### config.mk
export PLATFORM = sky130hd
export DESIGN_NAME = shift_load_sequencer
export DESIGN_NICKNAME = d
export VERILOG_FILES = /design/src/rtl/shift_load_sequencer_pkg.sv /design/src/rtl/shift_phase_counter.sv /design/src/rtl/shift_load_sequencer.sv
export SDC_FILE = /design/constraint.sdc
export NUM_CORES = 1
export LEC_CHECK = 0
export CELL_PAD_IN_SITES_DETAIL_PLACEMENT = 1
export CELL_PAD_IN_SITES_GLOBAL_PLACEMENT = 1
export CORE_MARGIN = 3
export CORE_UTILIZATION = 32
export CTS_BUF_LIST = sky130_fd_sc_hd__clkbuf_16
export DETAILED_ROUTE_END_ITERATION = 12
export GPL_TIMING_DRIVEN = 0
export PLACE_DENSITY = 0.72
export SYNTH_ARGS = -nofsm -noshare
export SYNTH_HDL_FRONTEND = slang
export SYNTH_SLANG_ARGS = --single-unit
### constraint.sdc
create_clock -name clk -period 1.71 [get_ports clk]
set_input_delay 0.342 -clock clk [delete_from_list [all_inputs] [get_ports clk]]
set_output_delay 0.342 -clock clk [all_outputs]
set_load 0.005 [all_outputs]
### src/rtl/shift_load_sequencer_pkg.sv
// shift_load_sequencer_pkg: sequencer state encoding and shift-register bank mode constants
package shift_load_sequencer_pkg;
  typedef enum logic [1:0] {IDLE, PRIME, RUN} state_t;
  localparam logic [1:0] SR_HOLD = 2'b00;
  localparam logic [1:0] SR_SHR  = 2'b01;
  localparam logic [1:0] SR_SHL  = 2'b10;
  localparam logic [1:0] SR_LOAD = 2'b11;
endpackage

### src/rtl/shift_phase_counter.sv
// shift_phase_counter: pixel index within the loaded word, flags the last pixel before a reload
// Ports: clk, CR_n (sync active-low reset), i_clr (force 0), i_inc (advance), o_phase, o_wrap (phase is LOAD_PERIOD-1)
module shift_phase_counter
  import shift_load_sequencer_pkg::*;
#(
  parameter int LOAD_PERIOD = 4
) (
  input  logic       clk,
  input  logic       CR_n,
  input  logic       i_clr,
  input  logic       i_inc,
  output logic [3:0] o_phase,
  output logic       o_wrap
);
  logic [3:0] r_phase;
  always_ff @(posedge clk) begin
    if (!CR_n || i_clr) r_phase <= 4'd0;
    else if (i_inc) r_phase <= r_phase + 4'd1;
  end
  assign o_phase = r_phase;
  assign o_wrap  = r_phase == 4'(LOAD_PERIOD - 1);
endmodule

### src/rtl/shift_load_sequencer.sv
// shift_load_sequencer: drives load/shift steps of a 194-style shift-register bank from a pixel strobe
// Ports: clk, CR_n (sync active-low reset), run, pix_cen, data_valid, flip_in in;
//        data_ack, sr_S0, sr_S1, sr_cp, sr_CR_n, tap_sel, phase[3:0], underrun, step_err out (all registered)
module shift_load_sequencer
  import shift_load_sequencer_pkg::*;
#(
  parameter int LOAD_PERIOD = 4
) (
  input  logic       clk,
  input  logic       CR_n,
  input  logic       run,
  input  logic       pix_cen,
  input  logic       data_valid,
  input  logic       flip_in,
  output logic       data_ack,
  output logic       sr_S0,
  output logic       sr_S1,
  output logic       sr_cp,
  output logic       sr_CR_n,
  output logic       tap_sel,
  output logic [3:0] phase,
  output logic       underrun,
  output logic       step_err
);
  state_t     r_state;
  logic [1:0] r_mode;
  logic       r_cp, r_cr_n, r_ack, r_tap, r_under, r_err;
  logic [3:0] w_phase;
  logic       w_wrap, w_acc, w_drop, w_load, w_shift, w_under, w_clr;
  // a strobe landing while the previous step is still on sr_cp violates spacing and is dropped
  assign w_acc   = run && pix_cen && !r_cp;
  assign w_drop  = run && pix_cen && r_cp;
  assign w_load  = w_acc && data_valid && (r_state == PRIME || (r_state == RUN && w_wrap));
  assign w_shift = w_acc && r_state == RUN && !w_wrap;
  assign w_under = w_acc && r_state == RUN && w_wrap && !data_valid;
  assign w_clr   = !run || w_load || w_under;
  shift_phase_counter #(.LOAD_PERIOD(LOAD_PERIOD)) u_phase (
    .clk    (clk),
    .CR_n   (CR_n),
    .i_clr  (w_clr),
    .i_inc  (w_shift),
    .o_phase(w_phase),
    .o_wrap (w_wrap)
  );
  always_ff @(posedge clk) begin
    if (!CR_n) begin
      r_state <= IDLE;
      r_mode  <= SR_HOLD;
      r_cp    <= 1'b0;
      r_cr_n  <= 1'b0;
      r_ack   <= 1'b0;
      r_tap   <= 1'b0;
      r_under <= 1'b0;
      r_err   <= 1'b0;
    end else begin
      r_cp    <= w_load || w_shift;
      r_ack   <= w_load;
      r_under <= w_under;
      r_err   <= w_drop;
      r_cr_n  <= run && !w_under;
      r_state <= !run ? IDLE : r_state == IDLE ? PRIME : w_load ? RUN : w_under ? PRIME : r_state;
      if (!run) r_mode <= SR_HOLD;
      else if (w_load) r_mode <= SR_LOAD;
      else if (w_shift) r_mode <= r_tap ? SR_SHL : SR_SHR;
      if (w_load) r_tap <= flip_in;
    end
  end
  assign sr_S0    = r_mode[0];
  assign sr_S1    = r_mode[1];
  assign sr_cp    = r_cp;
  assign sr_CR_n  = r_cr_n;
  assign data_ack = r_ack;
  assign tap_sel  = r_tap;
  assign phase    = w_phase;
  assign underrun = r_under;
  assign step_err = r_err;
endmodule

; Yosys cells after proc, flatten, opt, wreduce, memory -nomap -nowiden
; Cells that the tools add are included.
[totals]
reg_bits = 14
word_cells = 50
[op_classes]
add_sub_neg = 1
eq_ne = 3
muxes = 6
n_bitwise = 2
reduce_logical = 28
[op_table]
columns = operator, n
row1 = 1-bit logical AND, 11
row2 = 2-bit 2-to-1 mux, 5
row3 = 1-bit zero test, 6
row4 = 1-bit logical OR, 5
row5 = 4-bit by 1-bit adder with 4-bit output (second input constant), 1
row6 = 4-bit by 2-bit equality test with 1-bit output (second input constant), 1
row7 = 2-bit nonzero test, 2
row8 = 3-bit nonzero test, 1
row9 = 3-bit OR reduction, 1
row10 = 2-bit by 1-bit equality test with 1-bit output (second input constant), 1
row11 = 2-bit equality test (second input constant), 1
row12 = 2-bit zero test, 1
row13 = 1-bit NOT, 2
row14 = 2-bit AND reduction, 1
row15 = 1-bit 2-to-1 mux, 1

; Longest topological paths before layout
; Gate-level depths: netlist of run 1.
[logic_depth]
depth_word = 8
depth_mapped = 5
ltp_nobuf = 5

; Hierarchy
; Synthesis of run 1 repeated with hierarchy kept, for this count alone.
[unflattened]
cells_unflattened = 63
hier_area_um2 = 651.9
[by_module_without_submodules]
columns = mod, instances, cells_each, area_each_um2, seq_area_each_um2
row1 = shift_load_sequencer, 1, 45, 462.9, 200.2
row2 = shift_phase_counter, 1, 18, 188.9, 80.1

; Worst setup path before layout of run 1
; OpenSTA, ideal clock, no wires.
[synth_timing]
path_type = register to register
from = register u_phase.r_phase[0], in the netlist u_phase.o_phase[0]
to = register r_tap, in the netlist tap_sel
setup_time_ps = 119
arrival_ps = 1346
path_slack_ps = 245
stages_incl_launch_ff = 6
synth_period_minus_slack_ps = 1465
cell_sequence = dfxtp_1 ha_1 or3b_4 o21ai_1 nand3_2 mux2i_1
[synth_between]
elab_chain_cells = 4
[synth_rtl]
columns = item, line
row1 = "start, declared", shift_phase_counter.sv:15  ; logic [3:0] r_phase;
row2 = "start signal, assigned", shift_phase_counter.sv:18  ; else if (i_inc) r_phase <= r_phase + 4'd1;
row3 = 4-bit by 2-bit equality test with 1-bit output, shift_phase_counter.sv:21  ; assign o_wrap = r_phase == 4'(LOAD_PERIOD - 1);
row4 = 1-bit logical AND, shift_load_sequencer.sv:33  ; assign w_load = w_acc && data_valid && (r_state == PRIME || (r_state == RUN && w_wrap));
row5 = 1-bit logical OR, shift_load_sequencer.sv:33
row6 = 1-bit logical AND, shift_load_sequencer.sv:33
row7 = "end signal, assigned", shift_load_sequencer.sv:65  ; if (w_load) r_tap <= flip_in;
row8 = "end, declared", shift_load_sequencer.sv:27  ; logic r_cp, r_cr_n, r_ack, r_tap, r_under, r_err;
; No other way between the ends.
; A chain may end at the register's enable or synchronous reset.

; Worst setup path in the final report of run 1
[layout_timing]
from = input run
to = register u_phase.r_phase[1], in the netlist u_phase.o_phase[1]
[layout_between]
elab_chain_cells = 7
word_cells_on_any_way = 12
[layout_rtl]
columns = item, line
row1 = "start, declared", shift_load_sequencer.sv:11  ; input logic run,
row2 = 1-bit logical AND (2 in series), shift_load_sequencer.sv:31  ; assign w_acc = run && pix_cen && !r_cp;
row3 = 1-bit logical AND (on tied branches), "shift_load_sequencer.sv:33, shift_load_sequencer.sv:34, shift_load_sequencer.sv:35"
row4 = 1-bit logical AND (on tied branches), "shift_load_sequencer.sv:33, shift_load_sequencer.sv:35"
row5 = 1-bit logical OR or 1-bit logical AND (tied branches), "shift_load_sequencer.sv:36, shift_load_sequencer.sv:35"
row6 = 1-bit logical OR, shift_load_sequencer.sv:36  ; assign w_clr = !run || w_load || w_under;
row7 = 1-bit logical OR, shift_phase_counter.sv:17  ; if (!CR_n || i_clr) r_phase <= 4'd0;
; Several ways; a longest one is shown, not always the timed one.

==> flow_summary.toml, run 1 <==
[sta]
fin_hold_ws_ns = 0.5156
skew_ns = 0.001987
worst_pin_slew_ns = 0.3391
fin_crit_ns = 1.605
timing.final.hold_violations = 0
period_share_pct = 93.87
fmax_ghz = 0.6230
rsz0062_at_grt = "false"
maxSlewViolCount = 0
setup_viol = 0
slew_headroom_pct = 77.29

[outcome]
status = "finished clean"

[yosys]
yosys-top-cells-area = "dfxtp_1, mux2i_1, nor2_1"
ys_ff_latch = 14
syn_avg_cell_area_um2 = 9.182
yosysTopAreaCell = "dfxtp_1"
synth_nets = 72
ys_warn_count = 0
yosysTopAreaCellShare_pct = 46.96
synth.cell_area_um2 = 596.8
ys_types = 29
synthCells = 65
ys_seq_area_share_pct = 46.96

[clocking]
clk_latency_ns = 0.24
cts_resized = 0
cts_max_level = 1
cts_buffer_depth = 2
post-cts-setup-buffer-count = 0
cts_num_sinks = 14
root_buffer = "clkbuf_16"
cts_hold_buf = 0
cts.clk_slew.worst_paths_ns = 0.05
tritoncts = "built"
cts_made_buffers = 3

[worst_setup_path]
crit_required_ns = 1.84
setup.worst_path.start_class = "primary input"
cp_slowest_cell = "clkdlybuf4s50_1"
r2r_setup_slack_ns = 0.13
r2r_cells = 5
r2r_end = "tap_sel$_SDFFE_PN0P_"
crit_buf_inv = 1
path_cells = "clkdlybuf4s50_1 -> nand3b_1 -> nor3_4 -> mux2i_1 -> nor2_1"
arrival_ns = 1.74
r2r_start = "u_phase.o_phase[1]$_SDFFE_PP0P_"
endpoint_kind = "register"
critPathKind = "in2reg"
critPathMaxStageDelay_ns = 0.54
worstPathMaxFanout = 5
cp_top_family = "simple AND/OR/NAND/NOR gates"

[route]
wl_um = 1674
dr_total_vias = 552
viasPerCell = 5.018
drcViolationCount = 0
dr.pass1.iters = 4
routedWlPerCell_um = 15.22
drt_iter0_markers = 8
antenna_left = 0

[cells_and_area]
layout_commonest_cell = "clkdlybuf4s50_1"
final_nets = 94
drive_gt1_share_pct = 9.302
diodes = 0
layout-area-overhead-vs-synth_pct = 48.85
postLayoutCellArea_um2 = 888.4
layoutNonFillerInstCount = 110
final_cell_mix = "clkdlybuf4s50_1, dfxtp_1, nor2_1"

[worst_hold_path]
holdCritStartpoint = "r_mode[1]$_SDFFE_PN0P_"
worst_hold_path.endpoint = "r_mode[1]$_SDFFE_PN0P_"
hp-class = "reg2reg"
whs_path_depth = 2

[global_route]
grt_max_degree = 9
antenna_found_initial = 0
grt_pass1_wl_um = 2856
grtUsageTotal_pct = 15.73
grt_overflow_total = 0
grt_pass1_vias = 577

[die]
die_h_um = 49.19
die_area_um2 = 2419
die_x_um = 49.19
io_pins = 18
rows = 14
coreArea_um2 = 1629
initial_core_util_pct = 36.64

[place]
gp_congestion = 0.7328
placed_cell_area_um2 = 797.0
dp_hpwl_um = 1118
dp.cells = 106
io_buffers = 17

[pwr]
p_per_area_nw_per_um2 = 915.6
power.leakage_nw = 0.3343
peakVddDrop_mv = 0.7514
power.total_mw = 0.8134

[run]
max_cap_violations = 0
-- worst max-delay path by stage --
stage,cells past startpoint,slack (ns),end,from
after CTS,5,0.05,u_phase.o_phase[1]$_SDFFE_PP0P_,run
final,5,0.10,u_phase.o_phase[1]$_SDFFE_PP0P_,run
after global placement,5,-0.14,u_phase.o_phase[1]$_SDFFE_PP0P_,run
after global routing,5,0.007,u_phase.o_phase[1]$_SDFFE_PP0P_,run
after floorplan,5,0.24,tap_sel$_SDFFE_PN0P_,u_phase.o_phase[0]$_SDFFE_PP0P_
after detailed placement,5,-0.18,u_phase.o_phase[1]$_SDFFE_PP0P_,run
-- registers in the layout, summed over array words and instances (netlist names) --
name,cells
r_state,2
step_err,1
r_mode,2
data_ack,1
sr_cp,1
tap_sel,1
u_phase.o_phase,4
sr_CR_n,1
underrun,1
-- cell type report --
cell class / instances / area [um2]
Clock inverter: 1 / 3.754
Clock buffer: 3 / 75.07
Buffer: 1 / 3.754
Inverter: 2 / 7.507
Fill cell: 191 / 740.7
Multi-Input combinational cell: 48 / 316.6
Sequential cell: 14 / 281.5
Tap cell: 24 / 30.03
Timing Repair Buffer: 17 / 170.2
-- stage by stage --
stage / setup WS (ns) / setup TNS [ns] / util [%]
after floorplan: 0.2449 / 0 / -
after global placement: -0.1351 / -0.5208 / 48.92
after detailed placement: -0.1770 / -0.9029 / 48.92
after CTS: 0.04763 / 0 / 53.76
after global routing: 0.006838 / 0 / 54.53
final: 0.1047 / 0 / 54.53
-- where the power goes --
group | switching (mW) | internal, mW | leakage [nW]
Clock | 0.126 | 0.308 | 0.0385
Combinational | 0.0236 | 0.0218 | 0.182
Sequential | 0.00272 | 0.331 | 0.114
-- logic make-up (layout without fill, tap and decap cells) --
group           count (synthesis)  in the layout  share of synthesized area (%)
mux                             3              3                          5.032
flops                          14             14                          46.96
fa+ha+maj                       1              1                          2.096
xor+xnor                        2              2                          2.936
simple gates                   29             29                          28.51
buf+inv                         3             24                          1.887
compound gates                 13             13                          12.58
-- worst register-to-register path, stage by stage (launching register included) --
cell,delay (ns)
dfxtp_1,0.37
ha_1,0.20
or3b_4,0.42
o21ai_1,0.16
nand3_2,0.16
mux2i_1,0.16
-- per-layer routing --
| metal | vias up | track usage, % | routed length, um |
|---|---|---|---|
| li1 | 274 | - | - |
| met1 | 269 | 19.19 | 728 |
| met2 | 9 | 25.67 | 888 |
| met3 | 0 | 5.810 | 57 |
| met4 | 0 | 4.265 | 0 |
| met5 | - | 0 | 0 |
-- synth_stat cells, drive strengths merged --
master and n:
ha 1, nor3 3, nor2 7, a21o 1, a211oi 1, inv 2, xnor2 2, clkbuf 1
nand3b 1, a31oi 1, mux2i 3, and3 1, nand2b 3, nand4 1, nand2 3, and4 1
dfxtp 14, and3b 1, a21boi 1, nand3 4, o22ai 1, o21ai 3, nor3b 1, or3b 1
nor2b 2, a21oi 5
(Power assumes the default switching activity.)
==> run 2, diff against run 1 <==
CORE_UTILIZATION = 34   (was 32)
PLACE_DENSITY = 0.73   (was 0.72)
SYNTH_HIERARCHICAL = 1   (was not set)
==> run 2 against run 1 <==
Clock power hardly changed; wire length is 4.8% lower; largest cell class unchanged; critical endpoint is now r_mode[1]$_SDFFE_PN0P_; die area is 2.5% higher; largest power group unchanged.
==> flow_summary.toml, run 2 <==
[outcome]
status = "finished clean"

[yosys]
async_reset_ff_share_pct = 0
yosys_most_used_dff = "dfxtp_1"
synth_nets = 70
synth_commonest_cells = "dfxtp_1, nand3b_1, nand2_1"
ys_types = 32
yosysTopAreaCell = "dfxtp_1"
yosysTopAreaCellShare_pct = 42.99
ys_warn_count = 6
synth_edf_count = 0
yosys-top-cells-area = "dfxtp_1, nand3b_1, mux2i_1"
ys_seq_area_share_pct = 42.99
synth.most_common_cell = "dfxtp_1"
ys_ff_latch = 14
syn_avg_cell_area_um2 = 10.35
synth.cell_area_um2 = 651.9
synthCells = 63

[die]
rows = 15
die_h_um = 49.79
coreArea_um2 = 1764
die_x_um = 49.79
io_pins = 18
die_area_um2 = 2479
initial_core_util_pct = 36.95

[worst_setup_path]
crit_start = "u_phase/o_phase[1]$_SDFFE_PP0P_"
endpoint_kind = "register"
crit_buf_inv = 3
arrival_ns = 1.75
cp_top_family = "buffers and inverters"
critPathMaxStageDelay_ns = 0.36
critPathKind = "reg2reg"
crit_required_ns = 1.83
worstPathMaxFanout = 5
cp_common_cell = "buf_4"
path_cells = "ha_4 -> nor3b_4 -> buf_4 -> buf_12 -> nor3_4 -> buf_4 -> o311a_1"
r2r_start = "u_phase/o_phase[1]$_SDFFE_PP0P_"
cp_slowest_cell = "dfxtp_2"
path_depth = 7
r2r_cells = 7
setup.worst_path.start_class = "register"

[pwr]
p_sw_share_pct = 18.73
p_comb_share_pct = 6.3
power.total_mw = 0.8175
clkPwrFrac_pct = 53.0
peakVddDrop_mv = 0.9729
power_frac_seq_pct = 40.8
p_per_area_nw_per_um2 = 805.6
power.leakage_nw = 0.4022
p_int_mw = 0.6644
power_switching_mw = 0.1531

[sta]
slew_headroom_pct = 77.14
period_share_pct = 95.40
setup_viol = 0
maxSlewViolCount = 0
fin_hold_ws_ns = 0.4943
skew_ns = 0.003782
timing.final.hold_violations = 0
fmax_ghz = 0.6130
rsz0062_at_grt = "true"
fin_crit_ns = 1.631
worst_pin_slew_ns = 0.3423
fin_ws_ns = 0.07867

[cells_and_area]
layout_commonest_cell = "clkdlybuf4s50_1"
largest_register_ffs = 4
layout-area-overhead-vs-synth_pct = 55.66
drive_gt1_share_pct = 22.73
final_cell_mix = "clkdlybuf4s50_1, dfxtp_1, nand3b_1"
diodes = 0
final_nets = 96
seq_area_um2 = 285.3
nFillCells = 196
finish.utilization_pct = 57.52
multi_input_area_um2 = 396.6

[worst_hold_path]
holdCritStartpoint = "tap_sel$_SDFFE_PN0P_"
whs_path_depth = 2
hp-class = "reg2reg"

[route]
dr_total_vias = 575
antenna_left = 0
drt_iter0_markers = 4
viasPerCell = 5.088
drcViolationCount = 0
routedWlPerCell_um = 14.10
wl_um = 1593
dr.pass1.iters = 4

[global_route]
antenna_found_initial = 0
grtUsageTotal_pct = 14.67
grt_max_degree = 12
grt_pass1_wl_um = 2670
grt_pass1_vias = 550
grt_overflow_total = 0

[clocking]
cts_num_sinks = 14
tritoncts = "built"
cts_buffer_depth = 2
cts_made_buffers = 3
root_buffer = "clkbuf_16"
cts_max_level = 1
clk_latency_ns = 0.24
cts_hold_buf = 0
cts.clk_slew.worst_paths_ns = 0.04

[place]
gp_congestion = 0.6955
preCtsSetupSlack_ns = -0.4547
io_buffers = 17
dp_hpwl_um = 1070

[run]
max_cap_violations = 0
run 2: final cells by class:
type                    instances  area share (%)
multi-input cells              47           39.09
flip-flops and latches         14           28.11
repair buffers                 21           21.21
clock buffers                   3           7.398
well taps                      25           3.083
inverters                       2          0.7398
clock inverters                 1          0.3699
run 2: cell families after synthesis:
logic type,after synthesis,share of synthesized area [%]
simple gates,29,31.48
flops,14,42.99
compound gates,13,16.51
mux,3,4.607
buf+inv,2,1.152
xor+xnor,1,1.344
fa+ha+maj,1,1.919
run 2: worst paths after layout:
path	end	slack [ns]
min reg2reg	tap_sel$_SDFFE_PN0P_	0.49
min	tap_sel$_SDFFE_PN0P_	0.49
max	r_mode[1]$_SDFFE_PN0P_	0.08
max reg2reg	r_mode[1]$_SDFFE_PN0P_	0.08
run 2: layer usage:
metal / vias up / part of all wire [%] / GRT usage [%]
li1: 282 / - / -
met1: 281 / 46 / 18.81
met2: 10 / 50 / 22.69
met3: 2 / 3.0 / 5.740
met4: 0 / 1.1 / 4.147
met5: - / 0 / 0
run 2: power by group through the flow:
stage	clock (mW)	sequential (mW)	combinational, mW
after global placement	0	0.341	0.0499
after detailed placement	0	0.341	0.0501
after floorplan	0	0.340	0.0221
final	0.433	0.333	0.0513
after CTS	0.443	0.335	0.0511
after global routing	0.464	0.333	0.0561
run 2: what timing repair did:
action | CTS | global route
cloned | 0 | 0
endpoints found under the setup margin | 13 | 13
gates resized for setup | 3 | 7
pin swaps | 1 | 2
buffers inserted | 3 | 1
run 2: per-stage QoR:
step	setup TNS [ns]	std cells	cell area, um2
3_5_place_dp	-2.892	105	853.3
4_1_cts	0	112	984.7
3_3_place_gp	-2.685	105	853.3
5_1_grt	0	113	1015
6_report	0	113	1015
2_1_floorplan	0	63	651.9
run 2: worst min-delay path, stage by stage (launching register included):
cell	delay, ns
dfxtp_1	0.33
nand2_1	0.06
mux2i_1	0.05
